`src/rtl/cpu_8096_bus_arb.sv`:
```
// Two-master bus arbiter for the 8096 core: instruction fetch and data access share one
// fabric port, with at most one transaction outstanding and bounded fetch starvation.
module cpu_8096_bus_arb #(
  parameter int ADDR_W     = 20,
  parameter int DATA_W     = 16,
  parameter int STARVE_MAX = 4    // legal range 1..15
) (
  input  logic                  clk,
  input  logic                  rst,
  // fetch port (read only)
  input  logic                  f_req_valid,
  output logic                  f_req_ready,
  input  logic [ADDR_W-1:0]     f_addr,
  output logic                  f_rsp_valid,
  input  logic                  f_flush,
  // data port
  input  logic                  d_req_valid,
  output logic                  d_req_ready,
  input  logic [ADDR_W-1:0]     d_addr,
  input  logic                  d_we,
  input  logic [DATA_W/8-1:0]   d_be,
  input  logic [DATA_W-1:0]     d_wdata,
  output logic                  d_rsp_valid,
  output logic [DATA_W-1:0]     rsp_rdata,
  // fabric port
  output logic                  m_req_valid,
  input  logic                  m_req_ready,
  output logic [ADDR_W-1:0]     m_addr,
  output logic                  m_we,
  output logic [DATA_W/8-1:0]   m_be,
  output logic [DATA_W-1:0]     m_wdata,
  input  logic                  m_rsp_valid,
  input  logic [DATA_W-1:0]     m_rsp_rdata,
  output logic                  busy,
  // debug visibility
  output logic [1:0]            dbg_state,
  output logic [3:0]            dbg_starve_cnt
);
  // Handshake: a request transfers on the cycle its valid and ready are both high;
  // ready never waits on anything but IDLE and the grant decision. Response pulses
  // are single-cycle and carry no backpressure.

  localparam int              BE_W       = DATA_W / 8;
  localparam logic [3:0]      STARVE_LIM = 4'(STARVE_MAX);

  typedef enum logic [1:0] {IDLE = 2'd0, ISSUE = 2'd1, WAIT = 2'd2} state_t;

  state_t     state, state_nxt;
  logic       owner_f;
  logic       drop;
  logic [3:0] starve_cnt;
  logic       fetch_ok, grant_f, grant_d, rsp_fire;

  // A flushed fetch is never granted; data wins unless fetch has hit its starvation limit.
  always_comb begin
    fetch_ok = f_req_valid && !f_flush;
    grant_f  = 1'b0;
    grant_d  = 1'b0;
    if (state == IDLE && !rst) begin
      grant_f = fetch_ok && (!d_req_valid || starve_cnt == STARVE_LIM);
      grant_d = d_req_valid && !grant_f;
    end
  end

  always_ff @(posedge clk or posedge rst) begin
    if (rst) state <= IDLE;
    else     state <= state_nxt;
  end

  always_comb begin
    state_nxt = state;
    unique case (state)
      IDLE:    if (grant_f || grant_d) state_nxt = ISSUE;
      ISSUE:   if (m_req_ready)        state_nxt = WAIT;
      WAIT:    if (m_rsp_valid)        state_nxt = IDLE;
      default:                         state_nxt = IDLE;
    endcase
  end

  always_comb begin
    rsp_fire       = (state == WAIT) && m_rsp_valid;
    f_req_ready    = grant_f;
    d_req_ready    = grant_d;
    m_req_valid    = (state == ISSUE);
    busy           = (state != IDLE);
    // A flush arriving with the response itself also suppresses the pulse.
    f_rsp_valid    = rsp_fire && owner_f && !drop && !f_flush;
    d_rsp_valid    = rsp_fire && !owner_f;
    rsp_rdata      = rsp_fire ? m_rsp_rdata : '0;
    dbg_state      = state;
    dbg_starve_cnt = starve_cnt;
  end

  always_ff @(posedge clk or posedge rst) begin
    if (rst) begin
      owner_f    <= 1'b0;
      drop       <= 1'b0;
      starve_cnt <= '0;
      m_addr     <= '0;
      m_we       <= 1'b0;
      m_be       <= '0;
      m_wdata    <= '0;
    end else begin
      if (grant_f || grant_d) begin
        owner_f <= grant_f;
        m_addr  <= grant_f ? f_addr : d_addr;
        m_we    <= grant_d && d_we;
        m_be    <= grant_f ? {BE_W{1'b1}} : d_be;
        m_wdata <= grant_f ? '0 : d_wdata;
      end
      if (state == IDLE) begin
        if (grant_f || !f_req_valid)
          starve_cnt <= '0;
        else if (grant_d && starve_cnt != STARVE_LIM)
          starve_cnt <= starve_cnt + 4'd1;
      end
      if (state_nxt == IDLE)
        drop <= 1'b0;
      else if (state != IDLE && owner_f && f_flush)
        drop <= 1'b1;
    end
  end

endmodule

```
`config.mk`:
```
export PLATFORM = sky130hd
export DESIGN_NAME = cpu_8096_bus_arb
export DESIGN_NICKNAME = d
export VERILOG_FILES = /design/src/rtl/cpu_8096_bus_arb.sv
export SDC_FILE = /design/constraint.sdc
export NUM_CORES = 1
export LEC_CHECK = 0
export CAP_MARGIN = 20
export CORE_MARGIN = 5
export CORE_UTILIZATION = 38
export DETAILED_ROUTE_END_ITERATION = 8
export GPL_TIMING_DRIVEN = 0
export PLACE_DENSITY = 0.86
export SETUP_SLACK_MARGIN = 0.5
export SLEW_MARGIN = 20
export SYNTH_ARGS = -nofsm -noshare
export SYNTH_HDL_FRONTEND = slang
export SYNTH_SLANG_ARGS = --single-unit
```
`constraint.sdc`:
```
create_clock -name clk -period 4.66 [get_ports clk]
set_clock_uncertainty 0.1 [all_clocks]
set_input_delay 0.466 -clock clk [delete_from_list [all_inputs] [get_ports clk]]
set_output_delay 0.466 -clock clk [all_outputs]
set_load 0.02 [all_outputs]
```
==> reports/qor.txt, run 1 <==
Status - finished clean
RSZ-0062 raised after global routing - no
Clk pin slew, worst setup/hold paths - 0.09 ns
Antenna violations before repair - 0
Largest net degree at the start of global routing - 26
CTS tree - built
Reg2reg start - dbg_starve_cnt[0]
Critical path data arrival time - 2.53 ns
DP Area - 3740 µm²
# diodes - 0
Main flop type after synthesis - dfrtp_1
# IOs - 149
Flops & latches, synth - 47
Final Util - 69.8%
Routed wire per std cell - 15.3 µm
Initial Utilization - 39.1%
Setup violations, final - 0
Pleak - 0.00171 µW
ANT nets after route - 0
Final #Nets - 462
Fraction of layout cells with a size suffix above 1 - 5.80%
CTS sink count - 47
Max_cap viols - 0
Internal reg-to-reg setup slack - 2.67 ns
EDFF count, synth - 0
Finished Cell Area - 3840 µm²
Place WS - 1.56 ns
Routability Congestion - 0.819
Final Hold Viols - 0
DRC viols - 0
CORE AREA - 5510 µm²
Largest area contributor in the netlist - dfrtp_1
Die width - 85.2 µm
Yosys warning count - 0
Mapped Cells - 222
Crit Path Max Fanout - 10
R2r endpoint - m_addr[11]
Least-Margin Pin Slew - 0.498 ns
Sum of negative setup slack - 0 ns
Final Cycle Share - 66.5%
Worst Hold Class - reg -> reg
# H-tree levels - 2
Row count - 27
Hold endpoint - m_wdata[14]
First-pass GRT wire length - 10800 µm
Max transition margin - 66.7%
Gr ovfl total - 0
Syn Std Cell Area - 2150 µm²
Via/cell ratio - 4.83
Max Clk Rate - 0.323 GHz
Port-buffer cells - 148
FILL cells - 403
FF-to-FF path depth - 7
Max-slew violations - 0
Max Root-Sink Buffers - 2
Die Y - 85.2 µm
CP Class - in -> out
Synth unique cells - 33
Maximum VDD drop - 286 µV
Worst Setup Start Kind - input port
Root Buffer - clkbuf_8
GRT Overall Usage - 18.3%
Post-synth ARST share - 100%
Post-CTS setup buffers - 0
CTS resizes - 0
Top-area cell type share of the netlist area - 54.7%
DRT Pass-1 Iters - 4
Detailed Place HPWL - 5610 µm
Area of the die - 7270 µm²
Cell area power density - 487 nW/µm²
Post-synthesis sequential area ratio - 54.7%
CP endpoint kind - output port
Clock latency at the later pin of the worst-skew pair - 0.28 ns
Iteration-0 DRC Markers - 57
Area Overhead vs Synth - 78.6%
Fin crit period - 3.10 ns
Routed WL - 6880 µm
Clock buffer count from CTS - 5
Hold-fix buffers at CTS - 0
Hold path cells - 1
Critical Path RT - 4.09 ns
Top cells by area, synth - dfrtp_1, a21oi_1, o22ai_1
Post-Syn Nets - 306
HP Start - m_wdata[14]
Number of global-route vias before repair - 2199
Setup WS post-layout - 1.56 ns
Syn Area/Cell - 9.69 µm²
Vias - 2179
-- metal layers --
layer | part of all wire (%) | vias to the layer above | GRT usage, %
met3 | 7.3 | 4 | 4.47
met1 | 40 | 1033 | 22.4
li1 | - | 1072 | -
met4 | 0.67 | 0 | 3.17
met5 | 0 | - | 0
met2 | 52 | 70 | 33.0
-- state kept, by name (all words and copies together), names as in the netlist --
signal          count
m_be                2
dbg_state           2
m_we                1
dbg_starve_cnt      4
m_addr             20
drop                1
m_wdata            16
owner_f             1
-- where the power goes --
part	internal (µW)	leakage, µW	total [µW]	switching (µW)
sequential	567	0.000564	662	95.5
clock	121	0.0000474	255	133
combinational	477	0.00109	952	475
total	1170	0.00171	1870	704
-- layout make-up --
cell class / instances / area, µm² / area share [%]
Timing Repair Buffer: 149 / 1500 / 39.1
Sequential cell: 47 / 1180 / 30.6
Buffer: 13 / 58.8 / 1.53
Clock buffer: 6 / 82.6 / 2.15
Inverter: 29 / 109 / 2.83
Tap cell: 72 / 90.1 / 2.35
Clock inverter: 2 / 16.3 / 0.423
Multi-Input combinational cell: 133 / 807 / 21.0
-- placed cells by master (no fill, tap or decap), types with 2 or more instances in the layout --
cell / count
clkdlybuf4s50_1: 148
dfrtp_1: 47
a21oi_1: 28
inv_1: 27
nand2_1: 22
o22ai_1: 20
and2_1: 16
a22o_1: 11
clkbuf_1: 7
clkbuf_8: 6
buf_2: 5
nand3_1: 4
nor2_1: 4
o21ai_0: 4
nor2b_1: 2
and3b_1: 2
inv_2: 2
nor3_1: 2
a31oi_1: 2
ha_1: 2
-- synthesized netlist by cell type, drive strengths merged, types with 2 or more instances --
library cell,n
a21oi,28
a22o,11
a31oi,2
and2,16
and3b,2
buf,6
clkbuf,7
dfrtp,47
ha,2
inv,29
nand2,22
nand3,4
nor2,4
nor2b,2
nor3,3
o21ai,5
o22ai,20
-- worst max path at each step --
stage	startpoint	endpoint	slack, ns	cells past startpoint
global route	d_req_valid	d_req_ready	1.43	6
CTS	d_req_valid	d_req_ready	1.56	6
floorplan	dbg_starve_cnt[0]	d_req_ready	2.64	6
finish	d_req_valid	d_req_ready	1.56	6
detailed placement	d_req_valid	d_req_ready	1.56	6
global placement	d_req_valid	d_req_ready	1.57	6
-- stage by stage --
step / instances / hold WS (ns) / total power, µW
after detailed placement: 443 / 0.393 / 1630
after global routing: 451 / 0.425 / 1980
after global placement: 442 / 0.377 / 1610
after floorplan: 222 / 0.384 / 1120
after CTS: 451 / 0.416 / 1890
final: 451 / 0.414 / 1870
-- logic make-up after synthesis --
| logic type | Yosys count | share of synthesized area, % |
|---|---|---|
| xor+xnor | 1 | 0.407 |
| simple gates | 59 | 15.0 |
| fa+ha+maj | 2 | 1.16 |
| flops | 47 | 54.7 |
| buf+inv | 42 | 7.80 |
| compound gates | 71 | 20.9 |
-- worst max-delay path: stages --
cell and delay, ns:
clkdlybuf4s50_1 0.56, nor4b_2 0.36, a21bo_2 0.29, inv_2 0.07, buf_4 0.17, clkdlybuf4s50_1 0.62
(Power assumes the default switching activity.)
==> run 2: changes to the inputs <==
Settings changed: CORE_UTILIZATION 38 to 32, PLACE_DENSITY 0.86 to 0.77.
Clock period 4.66 ns to 2.6 ns, I/O delays scaled along.
==> run 2 against run 1 <==
Cell count grew 3.3%. Sequential cell count is the same. Register-to-register slack lost 2.1 ns. Highest routed layer unchanged. Routed wire length grew 4.6%. Core utilization shrank 8.2 points. Critical path type unchanged. Die area grew 16%. Critical path depth is the same. Final area grew 3.6%. Clock power grew 110%. Largest power group unchanged.
==> reports/qor.txt, run 2 (synthesized netlist as in run 1, its figures left out) <==
Least-Margin Pin Slew - 0.496 ns (-0.00188 ns)
Root Buffer - clkbuf_8
Gr ovfl total - 0 (unchanged)
GRT Overall Usage - 16.5% (-1.8 points)
Sw Share - 37.3% (-0.37 points)
Routed WL - 7200 µm (+4.6%)
Pleak - 0.00184 µW (+8.0%)
ANT nets after route - 0 (unchanged)
Worst Setup Start Kind - input port
Die width - 92.0 µm (+7.9%)
CP max-delay cell - clkdlybuf4s50_1
Port-buffer cells - 148 (unchanged)
CP Class - in -> out
Place WS - -0.0672 ns (-1.62 ns)
Critical path data arrival time - 1.77 ns (-0.76 ns)
Final Util - 61.6% (-8.2 points)
Area Overhead vs Synth - 85.0%
Clock latency at the later pin of the worst-skew pair - 0.30 ns (+0.02 ns)
# IOs - 149 (unchanged)
Detailed Place HPWL - 5630 µm (+0.41%)
Maximum VDD drop - 430 µV (+51%)
Via/cell ratio - 4.78 (-1.1%)
WHS - 0.392 ns (-0.0223 ns)
Max Clk Rate - 0.469 GHz
Final Cycle Share - 82.0%
RSZ-0062 raised after global routing - yes
First-pass GRT wire length - 11400 µm (+5.0%)
Critical path's largest stage delay - 0.54 ns (-0.08 ns)
Fin crit period - 2.13 ns
Row count - 29 (+7.4%)
Crit path depth - 6 (unchanged)
Final #Nets - 472 (+2.2%)
Met1 Routed Length - 2820 µm (+2.8%)
Routed wire per std cell - 15.4 µm (+1.2%)
Max transition margin - 66.9% (+0.13 points)
Clock power share - 15.5% (+1.9 points)
Area of the die - 8460 µm² (+16%)
Clock buffer count from CTS - 5 (unchanged)
Max-slew violations - 0 (unchanged)
Cell area power density - 880 nW/µm² (+81%)
Sequential fraction of design power - 33.8% (-1.6 points)
FF-to-FF path depth - 9 (+2)
Final Hold Viols - 0 (unchanged)
FILL cells - 574 (+42%)
Antenna violations before repair - 0 (unchanged)
Combinational group share of total power - 50.7% (-0.2 points)
Vias - 2227 (+2.2%)
Max Root-Sink Buffers - 2 (unchanged)
Max_cap viols - 0 (unchanged)
Status - finished clean
Setup violations, final - 0 (unchanged)
Setup WS post-layout - 0.468 ns (-1.09 ns)
Wire length on met2 - 3800 µm (+5.8%)
Clk pin slew, worst setup/hold paths - 0.09 ns (about the same)
Top delay family on crit path - buffers and inverters
CTS sink count - 47 (unchanged)
Pint - 2200 µW (+88%)
DRC viols - 0 (unchanged)
Metal3 WL - 479 µm (-4.6%)
CORE AREA - 6460 µm² (+17%)
Cells after DPL - 448 (+1.1%)
# H-tree levels - 2 (unchanged)
Reg with most FFs - m_addr
Worst Hold Class - in -> async
Most frequent cells in the layout - clkdlybuf4s50_1, dfrtp_1, a21oi_1
Number of global-route vias before repair - 2309 (+5.0%)
Fraction of layout cells with a size suffix above 1 - 13.4% (+7.6 points)
Hold-fix buffers at CTS - 0 (unchanged)
Fin cells - 466 (+3.3%)
Iteration-0 DRC Markers - 31 (-46%)
DRT Pass-1 Iters - 4 (unchanged)
Worst Path Buf+Inv - 4 (unchanged)
Worst-path cell chain - clkdlybuf4s50_1 > nor4b_4 > a21bo_4 > inv_2 > buf_6 > buf_4
Largest net degree at the start of global routing - 28 (+7.7%)
Crit Path Max Fanout - 10 (unchanged)
Initial Utilization - 33.3% (-5.8 points)
Die Y - 92.0 µm (+7.9%)
Number of flip-flops under the largest register name - 20 (unchanged)
CP endpoint kind - output port
CTS tree - built
Routability Congestion - 0.761 (-7.1%)
Critical Path RT - 2.24 ns (-1.85 ns)
# diodes - 0 (unchanged)
Commonest non-fill, non-tap cell in the layout - clkdlybuf4s50_1
Sw Pwr - 1310 µW (+86%)
Sum of negative setup slack - 0 ns (unchanged)
Highest Signal Layer - met4
run 2: cell count changes in the layout (fill, tap and decap cells not counted), moves of 2 or more:
cell | previous run | this run
dlygate4sd2_1 | 0 | 9
clkbuf_1 | 7 | 5
dfrtp_2 | 0 | 2
buf_4 | 1 | 14
inv_1 | 27 | 25
dfrtp_1 | 47 | 45
clkdlybuf4s50_1 | 148 | 126
clkdlybuf4s15_2 | 0 | 8
run 2: what timing repair did:
action	in CTS	in global routing
resized for setup	56	15
endpoints found under the hold margin	0	0
buffers inserted	7	3
pin swaps	1	1
endpoints found under the setup margin	21	14
run 2: metrics by stage:
step | instance area [µm²] | power [µW]
2_1_floorplan | 2150 | 2010
3_3_place_gp | 3730 | 2890
3_5_place_dp | 3750 | 2930
4_1_cts | 3930 | 3520
5_1_grt | 3980 | 3710
6_report | 3980 | 3500
run 2: area by class of cell:
cell class | instances | area, µm² | area share, %
sequential | 47 | 1180 | 29.6
tap | 77 | 96.3 | 2.42
inverter | 29 | 111 | 2.80
clock inverter | 3 | 43.8 | 1.10
buffer | 13 | 72.6 | 1.82
timing repair buffer | 159 | 1560 | 39.3
multi-input combinational | 133 | 845 | 21.2
clock buffer | 5 | 68.8 | 1.73
run 2: routing by layer:
metal	global-route usage (%)	vias to the layer above
met4	3.84	0
met2	30.4	73
met5	0	-
met1	18.8	1056
li1	-	1089
met3	4.99	9
run 2: worst paths after layout:
| kind | startpoint | to | slack [ns] |
|---|---|---|---|
| setup / recovery | rst | d_req_ready | 0.47 |
| hold / removal | rst | m_addr[6] | 0.39 |
| setup reg to reg | dbg_starve_cnt[0] | m_addr[1] | 0.60 |
| hold reg to reg | m_wdata[6] | m_wdata[6] | 0.41 |
| max in group asynchronous | rst | m_be[0] | 1.50 |
| min in group clk | d_wdata[4] | m_wdata[4] | 0.39 |
run 2: power by group through the flow:
stage | logic (µW) | clock network, µW | registers (µW)
6_report | 1770 | 544 | 1180
5_1_grt | 1900 | 586 | 1220
4_1_cts | 1780 | 561 | 1190
3_5_place_dp | 1720 | 0 | 1210
3_3_place_gp | 1700 | 0 | 1190
2_1_floorplan | 468 | 0 | 1540
